==> config.mk <==
export PLATFORM = sky130hd
export DESIGN_NAME = gated_bcd_counter_flat
export DESIGN_NICKNAME = d
export VERILOG_FILES = /design/src/rtl/gated_bcd_counter_pkg.sv /design/src/rtl/gated_bcd_counter_if.sv /design/src/rtl/gated_bcd_counter_bcd_digit.sv /design/src/rtl/gated_bcd_counter.sv /design/src/flat_wrapper.sv
export SDC_FILE = /design/constraint.sdc
export NUM_CORES = 1
export LEC_CHECK = 0
export BUFFER_PORTS_ARGS = -buffer_cell sky130_fd_sc_hd__buf_2
export CORE_AREA = 4 4 85 79
export DETAILED_ROUTE_END_ITERATION = 6
export DIE_AREA = 0 0 89 83
export PLACE_DENSITY_LB_ADDON = 0.25
export SLEW_MARGIN = 20
export SYNTH_ARGS = -nofsm -noshare
export SYNTH_HDL_FRONTEND = slang
export SYNTH_SLANG_ARGS = --single-unit
==> constraint.sdc <==
create_clock -name clk -period 2.2 [get_ports clk]
set_clock_uncertainty 0.2 [all_clocks]
set_input_delay 0.33 -clock clk [delete_from_list [all_inputs] [get_ports clk]]
set_output_delay 0.33 -clock clk [all_outputs]
set_load 0.01 [all_outputs]
==> src/rtl/gated_bcd_counter_pkg.sv <==
// Shared types and constants for the frequency-meter counting stage.
// The gate controller and the display driver use the same testMode encoding.
package gated_bcd_counter_pkg;

   typedef logic [3:0] bcdDigit_t;
   typedef logic [1:0] testMode_t;

   localparam bcdDigit_t BCD_MAX = 4'd9;

   // Gate-time ranges; the display driver places the decimal point from these
   localparam testMode_t TM_GATE_1S    = 2'd0;
   localparam testMode_t TM_GATE_100MS = 2'd1;
   localparam testMode_t TM_GATE_10MS  = 2'd2;
   localparam testMode_t TM_GATE_1MS   = 2'd3;

   function automatic logic isLegalDigit(input bcdDigit_t d);
      return d <= BCD_MAX;
   endfunction

endpackage

==> src/rtl/gated_bcd_counter_if.sv <==
// Control inputs and display-side outputs of the counting stage.
// The master side is the gate controller plus display driver; the slave is the counter.
interface gated_bcd_counter_if #(
   parameter int unsigned DIGITS = 4
);
   import gated_bcd_counter_pkg::*;

   logic                sigIn;
   logic                enable;
   logic                clear;
   logic                latch;
   testMode_t           testMode;
   logic [4*DIGITS-1:0] bcdOut;
   logic                overflow;
   testMode_t           dpSel;
   logic                dataValid;

   modport master (
      output sigIn, enable, clear, latch, testMode,
      input  bcdOut, overflow, dpSel, dataValid
   );

   modport slave (
      input  sigIn, enable, clear, latch, testMode,
      output bcdOut, overflow, dpSel, dataValid
   );

endinterface

==> src/rtl/gated_bcd_counter_bcd_digit.sv <==
// One BCD digit of the running count: increments on inc with carry-in, wraps 9 -> 0.
module bcd_digit
   import gated_bcd_counter_pkg::*;
(
   input  logic      clk,
   input  logic      rst_n,
   input  logic      inc,
   input  logic      clr,
   input  logic      carryIn,
   output bcdDigit_t digit,
   output logic      carryOut
);

   assign carryOut = carryIn && (digit == BCD_MAX);

   always_ff @(posedge clk or negedge rst_n) begin
      if (!rst_n) begin
         digit <= '0;
      end else if (clr) begin
         digit <= '0;
      end else if (inc && carryIn) begin
         digit <= (digit == BCD_MAX) ? '0 : digit + 4'd1;
      end
   end

endmodule

==> src/rtl/gated_bcd_counter.sv <==
// Gated BCD event counter with synchronizers, edge detection, saturation and
// a display-hold capture register loaded on each latch rise.
module gated_bcd_counter
   import gated_bcd_counter_pkg::*;
#(
   parameter int unsigned DIGITS      = 4,
   parameter int unsigned SYNC_STAGES = 2
) (
   input logic clk,
   input logic rst_n,
   gated_bcd_counter_if.slave bus
);

   localparam int unsigned SW = 6;

   logic [SYNC_STAGES-1:0][SW-1:0] syncReg;
   logic [SW-1:0]                  syncIn;
   logic [SW-1:0]                  syncOut;

   logic      sigPrev, latPrev;
   logic      cntPulse, latPulse;
   logic      enAl, clrAl;
   testMode_t tmAl;

   logic [4*DIGITS-1:0] runCount;
   logic                ovfRun;
   logic                allNines;
   logic                incEn;

   assign syncIn  = {bus.testMode, bus.latch, bus.clear, bus.enable, bus.sigIn};
   assign syncOut = syncReg[SYNC_STAGES-1];

   always_ff @(posedge clk or negedge rst_n) begin
      if (!rst_n) begin
         syncReg <= '0;
      end else begin
         syncReg[0] <= syncIn;
         for (int unsigned i = 1; i < SYNC_STAGES; i++) begin
            syncReg[i] <= syncReg[i-1];
         end
      end
   end

   // Controls get one extra register so they stay aligned with the registered pulses
   always_ff @(posedge clk or negedge rst_n) begin
      if (!rst_n) begin
         sigPrev  <= 1'b0;
         latPrev  <= 1'b0;
         cntPulse <= 1'b0;
         latPulse <= 1'b0;
         enAl     <= 1'b0;
         clrAl    <= 1'b0;
         tmAl     <= '0;
      end else begin
         sigPrev  <= syncOut[0];
         latPrev  <= syncOut[3];
         cntPulse <= syncOut[0] & ~sigPrev;
         latPulse <= syncOut[3] & ~latPrev;
         enAl     <= syncOut[1];
         clrAl    <= syncOut[2];
         tmAl     <= syncOut[5:4];
      end
   end

   assign incEn = enAl && cntPulse && !allNines;

   for (genvar g = 0; g < DIGITS; g++) begin : gDigit
      logic cin;
      logic cout;
      if (g == 0) begin : gFirst
         assign cin = 1'b1;
      end else begin : gRest
         assign cin = gDigit[g-1].cout;
      end
      bcd_digit uDigit (
         .clk      (clk),
         .rst_n    (rst_n),
         .inc      (incEn),
         .clr      (clrAl),
         .carryIn  (cin),
         .digit    (runCount[4*g +: 4]),
         .carryOut (cout)
      );
   end

   // Carry out of the top digit with carry-in forced high means every digit is 9
   assign allNines = gDigit[DIGITS-1].cout;

   always_ff @(posedge clk or negedge rst_n) begin
      if (!rst_n) begin
         ovfRun <= 1'b0;
      end else if (clrAl) begin
         ovfRun <= 1'b0;
      end else if (enAl && cntPulse && allNines) begin
         ovfRun <= 1'b1;
      end
   end

   always_ff @(posedge clk or negedge rst_n) begin
      if (!rst_n) begin
         bus.bcdOut    <= '0;
         bus.overflow  <= 1'b0;
         bus.dpSel     <= '0;
         bus.dataValid <= 1'b0;
      end else begin
         bus.dataValid <= latPulse;
         if (latPulse) begin
            bus.bcdOut   <= runCount;
            bus.overflow <= ovfRun;
            bus.dpSel    <= tmAl;
         end
      end
   end

endmodule

==> src/flat_wrapper.sv <==
// flat-port wrapper written by rule: the top's interface ports become plain ports
module gated_bcd_counter_flat import gated_bcd_counter_pkg::*;
#(
   parameter int unsigned DIGITS      = 4,
   parameter int unsigned SYNC_STAGES = 2
)
  (clk, rst_n, bus_sigIn, bus_enable, bus_clear, bus_latch, bus_testMode, bus_bcdOut, bus_overflow, bus_dpSel, bus_dataValid);
  gated_bcd_counter_if #(.DIGITS(DIGITS)) bus_i ();
  input logic clk;
  input logic rst_n;
  input wire logic [$bits(bus_i.sigIn)-1:0] bus_sigIn;
  input wire logic [$bits(bus_i.enable)-1:0] bus_enable;
  input wire logic [$bits(bus_i.clear)-1:0] bus_clear;
  input wire logic [$bits(bus_i.latch)-1:0] bus_latch;
  input wire logic [$bits(bus_i.testMode)-1:0] bus_testMode;
  output wire logic [$bits(bus_i.bcdOut)-1:0] bus_bcdOut;
  output wire logic [$bits(bus_i.overflow)-1:0] bus_overflow;
  output wire logic [$bits(bus_i.dpSel)-1:0] bus_dpSel;
  output wire logic [$bits(bus_i.dataValid)-1:0] bus_dataValid;
  assign bus_i.sigIn = bus_sigIn;
  assign bus_i.enable = bus_enable;
  assign bus_i.clear = bus_clear;
  assign bus_i.latch = bus_latch;
  assign bus_i.testMode = bus_testMode;
  assign bus_bcdOut = bus_i.bcdOut;
  assign bus_overflow = bus_i.overflow;
  assign bus_dpSel = bus_i.dpSel;
  assign bus_dataValid = bus_i.dataValid;
  gated_bcd_counter #(.DIGITS(DIGITS), .SYNC_STAGES(SYNC_STAGES)) u_core (.clk(clk), .rst_n(rst_n), .bus(bus_i));
endmodule
# Word-level counts from Yosys, hierarchy flattened
# Index checks and enable logic that the tools add are counted.
# W data, S select, Z words.
[op_classes]
bitwise = 4
n_eq_ne = 4
n_reduce_logical = 15
n_mux = 14
n_addsub = 4
[ops]
columns = ["op", "n"]
rows = [
  ["$mux W4", 12],
  ["$add A4 B1 Y4 const B", 4],
  ["$eq A4 B4 Y1 const B", 4],
  ["$reduce_bool A2 Y1", 5],
  ["$logic_and A1 B1 Y1", 9],
  ["$and A1 B1 Y1", 2],
  ["$mux W1", 2],
  ["$not A1 Y1", 2],
  ["$logic_not A1 Y1", 1],
]
[word_totals]
in_bits = 8
elab_cells = 59
out_inout_bits = 20
regBits = 57

# Logic depth before layout (Yosys ltp)
[logic_depth]
ltp_word = 9
ltp_mapped = 8
mapped_depth_nobuf = 6

# Cells and area by module
# A second synthesis with hierarchy kept.
[hier_totals]
hier_cells = 173
hier_area_um2 = 2298.5
[by_module_without_submodules]
columns = ["mod", "area_per_inst_um2", "seq_area_each_um2", "n_inst", "cells_per_inst"]
rows = [
  ["gated_bcd_counter", 1342.5, 1026.0, 1, 69],
  ["bcd_digit", 239.0, 100.1, 4, 26],
]

# Worst setup path before layout
# OpenSTA, ideal clock, no wires.
[synth_path]
kind = "register to register"
startpoint = "register u_core.gDigit[1].uDigit.digit[1]"
endpoint = "register u_core.gDigit[3].uDigit.digit[2]"
n_path_buf = 2
path_slack_ns = 0.273
required_ns = 1.922
synth_period_minus_slack_ns = 1.927
setup_ns = 0.078
arrival_time_ns = 1.649
stages_incl_launch_ff = 9
path_cell_list = "dfrtp_1 inv_1 ha_1 and3b_1 buf_6 nand3_4 buf_6 or4_1 a21oi_1"
[synth_between]
elab_chain_cells = 8
[synth_rtl]
columns = ["element", "line", "source"]
rows = [
  ["start: declaration", "gated_bcd_counter_bcd_digit.sv:10", "output bcdDigit_t digit,"],
  ["start signal: assignment", "gated_bcd_counter_bcd_digit.sv:22", "digit <= (digit == BCD_MAX) ? '0 : digit + 4'd1;"],
  ["$eq A4 B4 Y1 *", "gated_bcd_counter_bcd_digit.sv:14", "assign carryOut = carryIn && (digit == BCD_MAX);"],
  ["$logic_and A1 B1 Y1 * (2 in a row)", "gated_bcd_counter_bcd_digit.sv:14", ""],
  ["$logic_and A1 B1 Y1", "gated_bcd_counter_bcd_digit.sv:14", ""],
  ["$logic_not A1 Y1", "gated_bcd_counter.sv:65", "assign incEn = enAl && cntPulse && !allNines;"],
  ["$logic_and A1 B1 Y1", "gated_bcd_counter.sv:65", ""],
  ["$logic_and A1 B1 Y1 *", "gated_bcd_counter_bcd_digit.sv:21", "end else if (inc && carryIn) begin"],
  ["$reduce_bool A2 Y1 (no line) *", "--", ""],
  ["end signal: assignment", "gated_bcd_counter_bcd_digit.sv:22", ""],
  ["end: declaration", "gated_bcd_counter_bcd_digit.sv:10", ""],
]
# Every way passes the cells marked *; elsewhere a longest branch is shown, timed or not.
# A chain may end at the register's enable or synchronous reset.

# Final worst setup path
[layout_path]
startpoint = "register u_core.gDigit[0].uDigit.digit[0]"
endpoint = "register u_core.gDigit[3].uDigit.digit[3]"
[layout_between]
elab_chain_cells = 8
[layout_rtl]
columns = ["element", "line"]
rows = [
  ["start: declaration", "gated_bcd_counter_bcd_digit.sv:10"],
  ["start signal: assignment", "gated_bcd_counter_bcd_digit.sv:22"],
  ["$eq A4 B4 Y1 *", "gated_bcd_counter_bcd_digit.sv:14"],
  ["$logic_and A1 B1 Y1 * (2 in a row)", "gated_bcd_counter_bcd_digit.sv:14"],
  ["$logic_and A1 B1 Y1", "gated_bcd_counter_bcd_digit.sv:14"],
  ["$logic_not A1 Y1", "gated_bcd_counter.sv:65"],
  ["$logic_and A1 B1 Y1", "gated_bcd_counter.sv:65"],
  ["$logic_and A1 B1 Y1 *", "gated_bcd_counter_bcd_digit.sv:21"],
  ["$reduce_bool A2 Y1 (no line) *", "--"],
]
# Marked as above.

==> summary.md <==
| Metric | Value |
|---|---|
| Power Dens Cells | `753.1 nW/µm²` |
| Min-delay src | `u_core.syncReg[5]` |
| Worst EP required | `2240 ps` |
| CTS H-tree lvls | `3` |
| Slew Limit Fails | `0` |
| Max FO, Critical Path | `12` |
| Post-route ant nets | `0` |
| Initial antenna violation count | `0` |
| Period minus WS final | `2042 ps` |
| Run status | `finished clean` |
| Num Clock Sinks | `57` |
| Largest net degree at the start of global routing | `58` |
| Hold Path Class | `reg -> reg` |
| Crit path from | `u_core.gDigit[0].uDigit.digit[0]` |
| Worst path slowest cell | `or4_1` |
| Sequential share of the synthesized area | `62.09%` |
| Setup TNS | `0 ps` |
| Worst vdd ir | `0.4849 mV` |
| Iter 0 DRT Violations | `91` |
| Die ar. | `7387 µm²` |
| Grt total ovfl | `0` |
| Critical path, cell by cell | `ha_1, and3b_4, nand3_4, or4_1, a21oi_1` |
| Combinational Power Share | `3.8%` |
| CTS tree | `yes` |
| Syn avg cell area | `13.05 µm²` |
| First-pass GRT wire length | `7.003 mm` |
| Final GP Congestion | `0.8141` |
| Unrepaired setup endpoints after global routing | `false` |
| Sw Share | `20.91%` |
| Sequential Power Share | `52.4%` |
| DRT Pass-1 Iters | `4` |
| Clock Latency Late Sink | `320 ps` |
| Initial core utilization | `38.86%` |
| WP data arrival | `2090 ps` |
| Routed wire length | `3.976 mm` |
| # rows | `27` |
| Cell taking the most area after synthesis | `dfrtp_1` |
| GRT Overall Usage | `12.23%` |
| Share of layout cells above drive strength 1 | `31.08%` |
| Post_cts resized | `0` |
| Crit-path max cell delay | `520 ps` |
| Fin nets | `235` |
| Sw Pwr | `0.4372 mW` |
| Core region area | `5912 µm²` |
| Max Root-Sink Buffers | `2` |
| Top-count cell post-synth | `dfrtp_1` |
| Vias in the first global route | `1512` |
| Critical Path End Type | `flip-flop` |
| Ratio of final minimum period to clock period | `92.82%` |
| Root buffer cell | `clkbuf_8` |
| Die W | `89 µm` |
| Antenna cells | `0` |
| Setup violations, final | `0` |
| Internal | `1.654 mW` |
| Number of synthesized flops with an enable pin | `0` |
| FFs w/ async S/R, synth | `100.0%` |
| Area grow syn2layout | `20.86%` |
| Cell Area, Synth | `2297 µm²` |
| Synth Register Bits | `57` |
| Worst setup SP type | `flip-flop` |
| Unique masters post-synth | `35` |
| Routed vias | `1485` |
| Die Y-Extent | `83 µm` |
| I/O pins | `28` |
| Worst R2R Start | `u_core.gDigit[0].uDigit.digit[0]` |
| Worst slew pin tran | `566.6 ps` |
| Hold_buf cts | `7` |
| Placed inst area | `2522 µm²` |
| Cells after Synth | `176` |
| # DRC | `0` |
| Yosys top cell area share | `62.09%` |
| Clock power share | `43.8%` |
| Yosys warns | `0` |
| Pre-CTS setup slack | `179.4 ps` |
| CTS Buf Count | `9` |
| Max Freq | `0.4897 GHz` |
| Crit Path Category | `reg -> reg` |
| Post-synth top cells | `dfrtp_1, mux2_2, a21oi_1` |
| Worst setup margin | `157.9 ps` |
| Post-layout instance area | `2776 µm²` |
| Hpwl dp | `2.540 mm` |
| Max Cap Violations | `0` |
| Clk slew on worst S/H paths | `60 ps` |
| Final-report hold violation count | `0` |
| Port Buffers | `27` |
| P_leak | `1.311 nW` |
| Post-CTS Setup Inserts | `0` |
| Slew headroom | `62.23%` |
| Wire per inst | `13.52 µm` |
| Ys flop type | `dfrtp_1` |
| Syn nets | `192` |
| Vias/cell | `5.051` |
| Top cells by area in the synthesized netlist | `dfrtp_1, mux2_2, ha_1, a21oi_1, or3_1` |
==> flip-flops by register name (all words and copies together) (netlist names), 2 cells and up <==
name / cells
u_core.bus.dpSel: 2
u_core.gDigit.uDigit.digit: 16
u_core.bus.bcdOut: 16
u_core.syncOut: 6
u_core.syncReg: 6
u_core.tmAl: 2
==> placed cells by master (no fill, tap or decap), types with 2 or more instances in the layout <==
cell type / instances
or3_1: 5
nand4_1: 2
clkbuf_8: 10
dfrtp_1: 57
nor3_1: 3
nand3_1: 5
nor4_1: 3
o21ai_0: 6
nand3b_1: 4
ha_1: 8
and2_1: 2
inv_1: 5
nor2_1: 6
buf_4: 5
dlygate4sd3_1: 7
nor2b_1: 3
mux2_2: 19
a31oi_1: 3
nand2_1: 7
buf_2: 27
o31ai_1: 2
a21oi_1: 14
and3b_1: 2
or4_1: 2
==> critical path, delay by kind of cell (launching register included) <==
kind                     cells  cell delay (ps)
AND/OR/NAND/NOR              3              960
flip-flops                   1              450
AO/OA/AOI/OAI                1              150
adder cells (fa/ha/maj)      1              200
==> through the flow <==
step	std cells	total power, mW	hold WS (ps)	util, %
final	294	2.091	147.8	46.96
after global routing	294	2.193	151.3	46.96
after CTS	294	2.134	148.7	46.96
after detailed placement	273	1.188	134.7	42.67
after global placement	273	1.186	132.5	42.67
after floorplan	176	1.140	-165.6	-
==> power by group through the flow <==
stage | Clock (mW) | Sequential [mW] | Combinational (mW)
after floorplan | 0 | 1.11 | 0.0310
after global placement | 0 | 1.11 | 0.0720
after detailed placement | 0 | 1.12 | 0.0726
after CTS | 0.956 | 1.10 | 0.0821
after global routing | 1.00 | 1.10 | 0.0904
final | 0.916 | 1.10 | 0.0792
==> final timing paths <==
check / to / slack [ps] / cells past startpoint
min in group asynchronous: u_core.bus.bcdOut[5] / 340 / 3
max in group asynchronous: u_core.gDigit[0].uDigit.digit[3] / 1190 / 3
min reg2reg: u_core.syncOut[5] / 150 / 0
max: u_core.gDigit[3].uDigit.digit[3] / 160 / 5
min: u_core.syncOut[5] / 150 / 0
max reg2reg: u_core.gDigit[3].uDigit.digit[3] / 160 / 5
==> cells by family after synthesis <==
group	Yosys count	share of synthesized area [%]
AO/OA/AOI/OAI	30	7.735
adder cells (fa/ha/maj)	8	4.357
buffers and inverters	13	3.322
flip-flops	57	62.09
multiplexers	20	9.750
AND/OR/NAND/NOR	48	12.75
==> cell type report <==
cell class / instances / area, µm²
Timing Repair Buffer: 40 / 262.8
Clock buffer: 11 / 141.4
Clock inverter: 3 / 42.54
Inverter: 5 / 18.77
Tap cell: 72 / 90.09
Fill cell: 537 / 3136
Sequential cell: 57 / 1426
Multi-Input combinational cell: 106 / 794.5
==> metal layers <==
| metal | vias up | share of wire, % | global-route usage, % |
|---|---|---|---|
| li1 | 713 | - | - |
| met4 | 0 | 1.7 | 4.601 |
| met3 | 8 | 4.9 | 5.754 |
| met5 | - | 0 | 0 |
| met2 | 28 | 47 | 17.88 |
| met1 | 736 | 47 | 15.70 |
(Power assumes the default switching activity.)
